### config.mk
export PLATFORM = sky130hd
export DESIGN_NAME = bus_out_accum
export DESIGN_NICKNAME = d
export VERILOG_FILES = /design/src/rtl/bus_out_accum.sv
export SDC_FILE = /design/constraint.sdc
export NUM_CORES = 1
export LEC_CHECK = 0
export CAP_MARGIN = 20
export CORE_MARGIN = 2
export CORE_UTILIZATION = 30
export CTS_CLUSTER_SIZE = 14
export DETAILED_ROUTE_END_ITERATION = 12
export PLACE_DENSITY = 0.47
export SYNTH_ARGS = -nofsm -noshare
export SYNTH_HDL_FRONTEND = slang
export SYNTH_SLANG_ARGS = --single-unit
### constraint.sdc
create_clock -name clk -period 10.7 [get_ports clk]
set_input_delay 2.14 -clock clk [delete_from_list [all_inputs] [get_ports clk]]
set_output_delay 2.14 -clock clk [all_outputs]
set_load 0.05 [all_outputs]
### src/rtl/bus_out_accum.sv
// Frame accumulator for the bus_out/eee sample stream, with a small result FIFO.
// Optional saturating arithmetic and per-entry out_sat flag under BUS_OUT_ACCUM_SAT_EN.
module bus_out_accum #(
  parameter int DATA_W     = 16,
  parameter int ACC_W      = 32,
  parameter int FRAME_LEN  = 4,
  parameter int FIFO_DEPTH = 4
) (
  input  logic              clk,
  input  logic              rst,
  input  logic              in_valid,
  input  logic [DATA_W-1:0] in_data,
  input  logic [ACC_W-1:0]  in_bias,
  input  logic              flush,
  output logic              out_valid,
  input  logic              out_ready,
  output logic [ACC_W-1:0]  out_data,
  output logic              out_partial,
`ifdef BUS_OUT_ACCUM_SAT_EN
  output logic              out_sat,
`endif
  output logic              busy,
  output logic              overflow,
  output logic [7:0]        drop_cnt
);

  localparam int PW = $clog2(FIFO_DEPTH);
  localparam int CW = PW + 1;

  typedef enum logic {IDLE, ACCUM} state_t;

  state_t             state_q, state_d;
  logic [ACC_W-1:0]   acc_q, acc_d;
  logic [7:0]         cnt_q, cnt_d;
  logic [8:0]         cnt_inc;
  logic [ACC_W-1:0]   add_a, ext, sum;
  logic               push, push_part;
  logic [ACC_W-1:0]   push_val;

  logic [ACC_W-1:0]   mem_data [FIFO_DEPTH];
  logic               mem_part [FIFO_DEPTH];
  logic [PW-1:0]      wr_q, rd_q;
  logic [CW-1:0]      occ_q;
  logic               full, pop, wr_en, drop;

  // First sample of a frame rides on the bias; later samples on the running sum.
  assign add_a   = (state_q == IDLE) ? in_bias : acc_q;
  assign ext     = {{(ACC_W-DATA_W){1'b0}}, in_data};
  assign cnt_inc = {1'b0, cnt_q} + 9'd1;

`ifdef BUS_OUT_ACCUM_SAT_EN
  function automatic logic [ACC_W:0] sat_add(input logic [ACC_W-1:0] a,
                                              input logic [ACC_W-1:0] b);
    logic [ACC_W:0] s;
    s = {1'b0, a} + {1'b0, b};
    if (s[ACC_W]) return {1'b1, {ACC_W{1'b1}}};
    return s;
  endfunction

  logic sum_ovf, sat_q, push_sat;
  logic mem_sat [FIFO_DEPTH];

  assign {sum_ovf, sum} = sat_add(add_a, ext);
  assign push_sat = (state_q == IDLE) ? sum_ovf :
                    (in_valid ? (sat_q | sum_ovf) : sat_q);

  always_ff @(posedge clk) begin
    if (rst)           sat_q <= 1'b0;
    else if (in_valid) sat_q <= push_sat;
  end

  always_ff @(posedge clk) begin
    if (wr_en) mem_sat[wr_q] <= push_sat;
  end

  assign out_sat = out_valid & mem_sat[rd_q];
`else
  assign sum = add_a + ext;
`endif

  always_ff @(posedge clk) begin
    if (rst) state_q <= IDLE;
    else     state_q <= state_d;
  end

  always_comb begin
    state_d   = state_q;
    acc_d     = acc_q;
    cnt_d     = cnt_q;
    push      = 1'b0;
    push_part = 1'b0;
    push_val  = sum;
    case (state_q)
      IDLE: begin
        if (in_valid) begin
          acc_d = sum;
          cnt_d = 8'd1;
          if (FRAME_LEN == 1) push = 1'b1;
          else                state_d = ACCUM;
        end
      end
      ACCUM: begin
        if (in_valid) begin
          acc_d = sum;
          cnt_d = cnt_inc[7:0];
          if (cnt_inc == 9'(FRAME_LEN)) begin
            push    = 1'b1;
            state_d = IDLE;
          end else if (flush) begin
            push      = 1'b1;
            push_part = 1'b1;
            state_d   = IDLE;
          end
        end else if (flush) begin
          push      = 1'b1;
          push_part = 1'b1;
          push_val  = acc_q;
          state_d   = IDLE;
        end
      end
      default: state_d = IDLE;
    endcase
  end

  always_comb begin
    busy = (state_q == ACCUM);
  end

  always_ff @(posedge clk) begin
    if (rst) begin
      acc_q <= '0;
      cnt_q <= '0;
    end else begin
      acc_q <= acc_d;
      cnt_q <= cnt_d;
    end
  end

  // A push into a full FIFO is still accepted when the head pops the same cycle.
  assign full  = (occ_q == CW'(FIFO_DEPTH));
  assign pop   = out_valid & out_ready;
  assign wr_en = push & (~full | pop);
  assign drop  = push & full & ~pop;

  always_ff @(posedge clk) begin
    if (rst) begin
      wr_q     <= '0;
      rd_q     <= '0;
      occ_q    <= '0;
      overflow <= 1'b0;
      drop_cnt <= '0;
    end else begin
      if (wr_en) wr_q <= wr_q + PW'(1);
      if (pop)   rd_q <= rd_q + PW'(1);
      if (wr_en && !pop)      occ_q <= occ_q + CW'(1);
      else if (!wr_en && pop) occ_q <= occ_q - CW'(1);
      if (drop) begin
        overflow <= 1'b1;
        if (drop_cnt != 8'hFF) drop_cnt <= drop_cnt + 8'd1;
      end
    end
  end

  always_ff @(posedge clk) begin
    if (wr_en) begin
      mem_data[wr_q] <= push_val;
      mem_part[wr_q] <= push_part;
    end
  end

  assign out_valid   = (occ_q != '0);
  assign out_data    = out_valid ? mem_data[rd_q] : '0;
  assign out_partial = out_valid & mem_part[rd_q];

endmodule

After elaboration in Yosys (flattened, before gate mapping):

Memories as Yosys holds them, arrays and structs flattened. A register that Yosys moved wholly into a read port is not among the register bits.
Index checks and enable logic that the tools add are counted.

* eq/ne operators: 5
* multiplexer cells: 29
* add/sub/neg operators: 7
* bitwise gates (word level): 9
* reduce and logical (&&, ||, !) cells: 8

Operators by type and width (count)
* two-way mux 32 bit: 6
* adder 32 x 16 -> 32 bit: 1
* two-way mux 8 bit: 2
* one-hot mux 8 bit (2 select lines): 1
* two-way mux 1 bit: 13
* adder 8 x 1 -> 9 bit, second input constant: 1
* equality test 9 x 3 -> 1 bit, second input constant: 1
* adder 8 x 1 -> 8 bit, second input constant: 1
* two-way mux 2 bit: 4
* inequality test 8 bit, second input constant: 1
* two-way mux 3 bit: 2
* AND 1 bit: 5
* adder 2 x 1 -> 2 bit, second input constant: 2
* inequality test 2 bit, second input constant: 2
* AND reduction 2 bit: 2
* adder 3 x 1 -> 3 bit, second input constant: 1
* equality test 3 bit, second input constant: 1
* inverter 1 bit: 3
* nonzero test 3 bit: 1
* subtractor 3 x 1 -> 3 bit, second input constant: 1
* logical AND 1 bit: 2
* zero test 1 bit: 2
* one-hot mux 1 bit (2 select lines): 1
* nonzero test 2 bit: 1
* OR 1 bit: 1

* output and inout port bits: 44
* word-level logic and storage cells: 68
* memory bits (writable): 132
* bits of input ports: 53
* memories kept: 2
* register bits after elaboration: 57

Memory list
* mem_data: depth 4, width 32, rd ports 1, clocked after Yosys merged registers in 1, write ports 1, RTL line 40 `logic [ACC_W-1:0] mem_data [FIFO_DEPTH];`
* mem_part: depth 4, width 1, rd ports 1, clocked after Yosys merged registers in 1, write ports 1, RTL line 41 `logic mem_part [FIFO_DEPTH];`

Depth between registers and ports, before layout:

* word-level depth: 10
* mapped depth: 16
* mapped depth without buffers: 11

Worst setup path before layout:

No wires, ideal clock.

* path type: input-to-reg
* from: input port in_bias[0]
* to: memory mem_data[0][22], data pin
* stages: 11
* data required time: 10.499 ns
* library setup time: 0.201 ns
* data arrival time: 4.508 ns
* setup slack: 5.991 ns
* path buffers: 1
* cell sequence: mux2_2 ha_1 fa_1 a21oi_1 o21ai_0 o21ai_0 o21a_1 buf_2 nor2_1 a31o_2 o21ai_0

* cells in the longest elaborated chain, start to end: 5

Ends and longest elaborated chain
* start: declaration: RTL line 13 `input logic [ACC_W-1:0] in_bias,`
* two-way mux 32 bit *: RTL line 47 `assign add_a = (state_q == IDLE) ? in_bias : acc_q;`
* adder 32 x 16 -> 32 bit *: RTL line 78 `assign sum = add_a + ext;`
* two-way mux 32 bit: RTL line 114 `end else if (flush) begin`
* two-way mux 32 bit: RTL line 103 `if (in_valid) begin`
* two-way mux 32 bit *: RTL line 93 `case (state_q)`
* named net push_val[22]: RTL line 38 `logic [ACC_W-1:0] push_val;`
* end: declaration: RTL line 40

The timed path passes the listed nets; every way through them passes the cells marked *.

Worst setup path after layout:

* from: input port in_bias[0]
* to: memory mem_data[3][22], data pin

Same word-level chain as after synthesis.

==> metrics.md <==
| Metric | Value |
|---|---|
| Gate count of the mapped netlist | `821` |
| Share of flip-flops with an asynchronous set or reset | `0` |
| Area of the die | `33600 um^2` |
| Predominant post-synthesis flop cell | `sky130_fd_sc_hd__edfxtp_1` |
| First DRT Iteration DRCs | `412` |
| Peak supply drop | `0.09964 mV` |
| Share of the synthesized area in the top cell type | `0.4109` |
| Final global-route overflow total | `0` |
| DP HPWL | `16.06 mm` |
| Start point of the worst min-delay path | `acc_q[30]` |
| H-tree depth | `4` |
| Largest net degree at the start of global routing | `69` |
| Number of diodes added for antenna fixing | `0` |
| Worst hold path stage count | `2` |
| Final total negative setup slack | `0 ps` |
| TritonRoute pass-1 iters | `4` |
| Final hold violation count | `0` |
| RSZ-0062 raised after global routing | `false` |
| Aggregate global-route resource usage | `0.1499` |
| Clock latency on the worst-skew pair | `440 ps` |
| Final Net Count | `979` |
| Clk pwr share | `0.282` |
| Leakage power total | `4.010 nW` |
| Worst slew slack as a fraction of its limit | `0.3962` |
| Post-synth cell types | `67` |
| Root buf cell | `sky130_fd_sc_hd__clkbuf_16` |
| Most repeated library cell on the critical path | `sky130_fd_sc_hd__o21ai_0` |
| End point of the critical path | `mem_data[3][22]` |
| CTS clock-pin slew for the worst setup and hold paths | `80 ps` |
| Placement Rows | `65` |
| Cell count of the worst reg-to-reg path | `10` |
| CP bufs+invs | `1` |
| Flops & latches, synth | `191` |
| Post-CTS Repair Setup Buffers | `0` |
| Outcome | `finished, final reports clean` |
| Critical path depth | `11` |
| Sequential fraction of design power | `0.379` |
| Most common cell in the synthesized netlist | `sky130_fd_sc_hd__edfxtp_1` |
| Core region area | `31640 um^2` |
| Residual DRC count | `0` |
| Synth-to-layout area growth | `20.51%` |
| Crit path kind | `in -> reg` |
| Leading cell types by total area after synthesis | `sky130_fd_sc_hd__edfxtp_1 (41%), sky130_fd_sc_hd__dfxtp_1 (12%), sky130_fd_sc_hd__mux4_2 (7.7%), sky130_fd_sc_hd__nand2_1 (3.5%), sky130_fd_sc_hd__ha_1 (3.0%)` |
| Die Height | `183.3 um` |
| Largest stage delay, worst path | `570 ps` |
| Vias in the first global route | `6476` |
| Post-synthesis cell type with the largest combined area | `sky130_fd_sc_hd__edfxtp_1` |
| Worst Hold Class | `reg -> reg` |
| DR vias/cell | `5.008` |
| Max Root-Sink Buffers | `2` |
| Number of setup violations in the final report | `0` |
| Number of pins with negative max-slew slack in the final report | `0` |
| Max-cap viol count | `0` |
| Share of layout cells above drive strength 1 | `0.1247` |
| Proportion of total power due to net switching | `0.3627` |
| Worst slew pin tran | `903.5 ps` |
| Clock Skew | `18.20 ps` |
| Placer congestion estimate | `0.7957` |
| Number of enable flip-flop cells after synthesis | `132` |
| Starting Density | `0.3049` |
| CP Cell Sequence | `clkdlybuf4s50_1 -> mux2_2 -> ha_1 -> fa_1 -> a21oi_1 -> o21ai_0 -> o21ai_0 -> o21a_1 -> nor2_1 -> a31o_2 -> o21ai_0` |
| Hold Buf Count CTS | `0` |
| X dimension of the die | `183.3 um` |
| Worst setup EP type | `flip-flop` |
| Count of yosys warnings during synthesis | `0` |
| Maximum operating frequency | `182.1 MHz` |
| Worst-path cell with the longest stage delay | `sky130_fd_sc_hd__o21a_1` |
| Kind of cell adding the most delay to the critical path | `compound AO/OA/AOI/OAI gates` |
| Total of cells resized after clock tree synthesis | `0` |
| Via count of the routed design | `6591` |
| Sequential share of the synthesized area | `0.5334` |
| Pwr per Cell Area | `198.5 nW/um^2` |
| Commonest cells post-synth | `sky130_fd_sc_hd__edfxtp_1 (132), sky130_fd_sc_hd__nand2_1 (91), sky130_fd_sc_hd__dfxtp_1 (59), sky130_fd_sc_hd__nor2_1 (55), sky130_fd_sc_hd__and2_1 (38)` |
| Final critical-path share of the clock period | `0.5132` |
| Launching instance or port of the critical path | `in_bias[0]` |
| Per-cell routed wire length | `18.61 um` |
| Number of routed nets with antenna violations | `0` |
| Netlist area before placement | `9646 um^2` |
| Ports placed on the boundary | `97` |
| Post-route minimum period | `5491 ps` |
| Capturing point of the worst reg2reg path | `mem_data[2][31]` |
| Net count after synthesis | `899` |
| Wire length of the first global-routing pass | `38.50 mm` |
| Critical R2R Launch | `busy` |
| Final Routed Wirelength | `24.49 mm` |
| Per-instance average area after synthesis | `11.75 um^2` |
| Arr. time, crit path | `5700 ps` |
| Element type at the critical path start | `input port` |
| Critical Path RT | `10910 ps` |
| # port buffers | `96` |
| R2r setup slk | `6450 ps` |
| Worst-path maximum fanout | `12` |
| Number of sinks handled by clock tree synthesis | `191` |
| Post-route total power | `0.002307 W` |
| Initial antenna violation count | `0` |
| Internal power | `0.001470 W` |
| Switching pwr | `0.0008368 W` |
| Clock tree from TritonCTS | `built` |
| Part of the power in combinational logic | `0.339` |
| Number of buffers created by CTS | `17` |
-- sequential cells by signal, indices dropped and copies added (netlist names), named ones only --
signal and flops:
acc_q 32, busy 1, cnt_q 8, drop_cnt 8
mem_data 128, mem_part 4, occ_q 3, overflow 1
rd_q 2, wr_q 2
-- per-stage QoR --
stage               utilization  worst slack [ps]  cells  hold slack [ps]  instance area, um^2
finish                   0.3674              5209   1316            492.6                11620
global route             0.3674              4962   1316            504.5                11620
CTS                      0.3665              5203   1315            494.9                11600
detailed placement       0.3475              4772   1283            468.0                10990
global placement         0.3475              4789   1283            452.2                10990
floorplan                     -              5991    821            449.3                 9646
-- worst min-delay path by stage --
stage | end | slack [ps]
2_1_floorplan | acc_q[30] | 450
3_3_place_gp | overflow | 450
3_5_place_dp | overflow | 470
4_1_cts | cnt_q[1] | 490
5_1_grt | cnt_q[1] | 500
6_report | acc_q[30] | 490
-- power groups by stage --
stage          clock network [W]  logic, W  registers [W]
3_3_place_gp                   0  0.000776       0.000892
4_1_cts                 0.000667  0.000779       0.000876
3_5_place_dp                   0  0.000777       0.000893
2_1_floorplan                  0  0.000542       0.000885
6_report                0.000650  0.000782       0.000876
5_1_grt                 0.000692  0.000842       0.000881
-- tightest hold or removal path: stages, from the launching register on --
cell and delay (ps):
sky130_fd_sc_hd__dfxtp_1 330, sky130_fd_sc_hd__nand2_1 70, sky130_fd_sc_hd__a21oi_1 60
-- cells in the final DEF (no fill, tap or decap), types with 3 or more instances in the layout --
| cell | count |
|---|---|
| sky130_fd_sc_hd__a211oi_1 | 12 |
| sky130_fd_sc_hd__a21oi_1 | 35 |
| sky130_fd_sc_hd__a22oi_1 | 5 |
| sky130_fd_sc_hd__a311o_1 | 5 |
| sky130_fd_sc_hd__a31oi_1 | 6 |
| sky130_fd_sc_hd__and2_1 | 38 |
| sky130_fd_sc_hd__and3_1 | 18 |
| sky130_fd_sc_hd__buf_4 | 11 |
| sky130_fd_sc_hd__clkbuf_16 | 17 |
| sky130_fd_sc_hd__clkdlybuf4s50_1 | 94 |
| sky130_fd_sc_hd__dfxtp_1 | 57 |
| sky130_fd_sc_hd__edfxtp_1 | 132 |
| sky130_fd_sc_hd__ha_1 | 23 |
| sky130_fd_sc_hd__inv_1 | 10 |
| sky130_fd_sc_hd__inv_12 | 3 |
| sky130_fd_sc_hd__inv_8 | 6 |
| sky130_fd_sc_hd__mux2_2 | 19 |
| sky130_fd_sc_hd__mux2i_1 | 26 |
| sky130_fd_sc_hd__mux4_2 | 33 |
| sky130_fd_sc_hd__nand2_1 | 91 |
| sky130_fd_sc_hd__nand2b_1 | 4 |
| sky130_fd_sc_hd__nand3_1 | 18 |
| sky130_fd_sc_hd__nand3b_1 | 4 |
| sky130_fd_sc_hd__nand4_1 | 5 |
| sky130_fd_sc_hd__nor2_1 | 54 |
| sky130_fd_sc_hd__nor2b_1 | 7 |
| sky130_fd_sc_hd__nor3_1 | 18 |
| sky130_fd_sc_hd__nor3b_1 | 4 |
| sky130_fd_sc_hd__nor4_1 | 6 |
| sky130_fd_sc_hd__o211ai_1 | 4 |
| sky130_fd_sc_hd__o21a_1 | 4 |
| sky130_fd_sc_hd__o21ai_0 | 37 |
| sky130_fd_sc_hd__o22ai_1 | 6 |
| sky130_fd_sc_hd__o311ai_0 | 7 |
| sky130_fd_sc_hd__or2_2 | 3 |
| sky130_fd_sc_hd__or3_1 | 5 |
| sky130_fd_sc_hd__xnor2_1 | 14 |
| sky130_fd_sc_hd__xor2_1 | 21 |
-- cell type report --
| type | instances | area [um^2] |
|---|---|---|
| Fill cell | 3111 | 20010 |
| Sequential cell | 191 | 5147 |
| Multi-Input combinational cell | 572 | 4268 |
| Timing Repair Buffer | 108 | 1061 |
| Tap cell | 402 | 503.0 |
| Clock buffer | 17 | 425.4 |
| Clock inverter | 15 | 177.7 |
| Inverter | 11 | 41.29 |
-- cells by family after synthesis --
kind of cell               Yosys count  synth area share
and+or+nand+nor                    291            0.1536
DFF                                191            0.5334
AOI/OAI and AO/OA                  143           0.09664
muxes                               78            0.1262
buffers and inverters               58           0.02439
xor gates and xnor gates            35           0.03178
adders and majority gates           25           0.03399
-- per-layer routing --
| layer | track usage | up-vias | wire [um] |
|---|---|---|---|
| met5 | 0 | - | 0 |
| met4 | 0.02880 | 0 | 163 |
| met3 | 0.02284 | 9 | 598 |
| met2 | 0.2526 | 101 | 12050 |
| met1 | 0.2060 | 3244 | 11680 |
| li1 | - | 3237 | - |
Note: power is estimated with default switching activity, not from simulation.
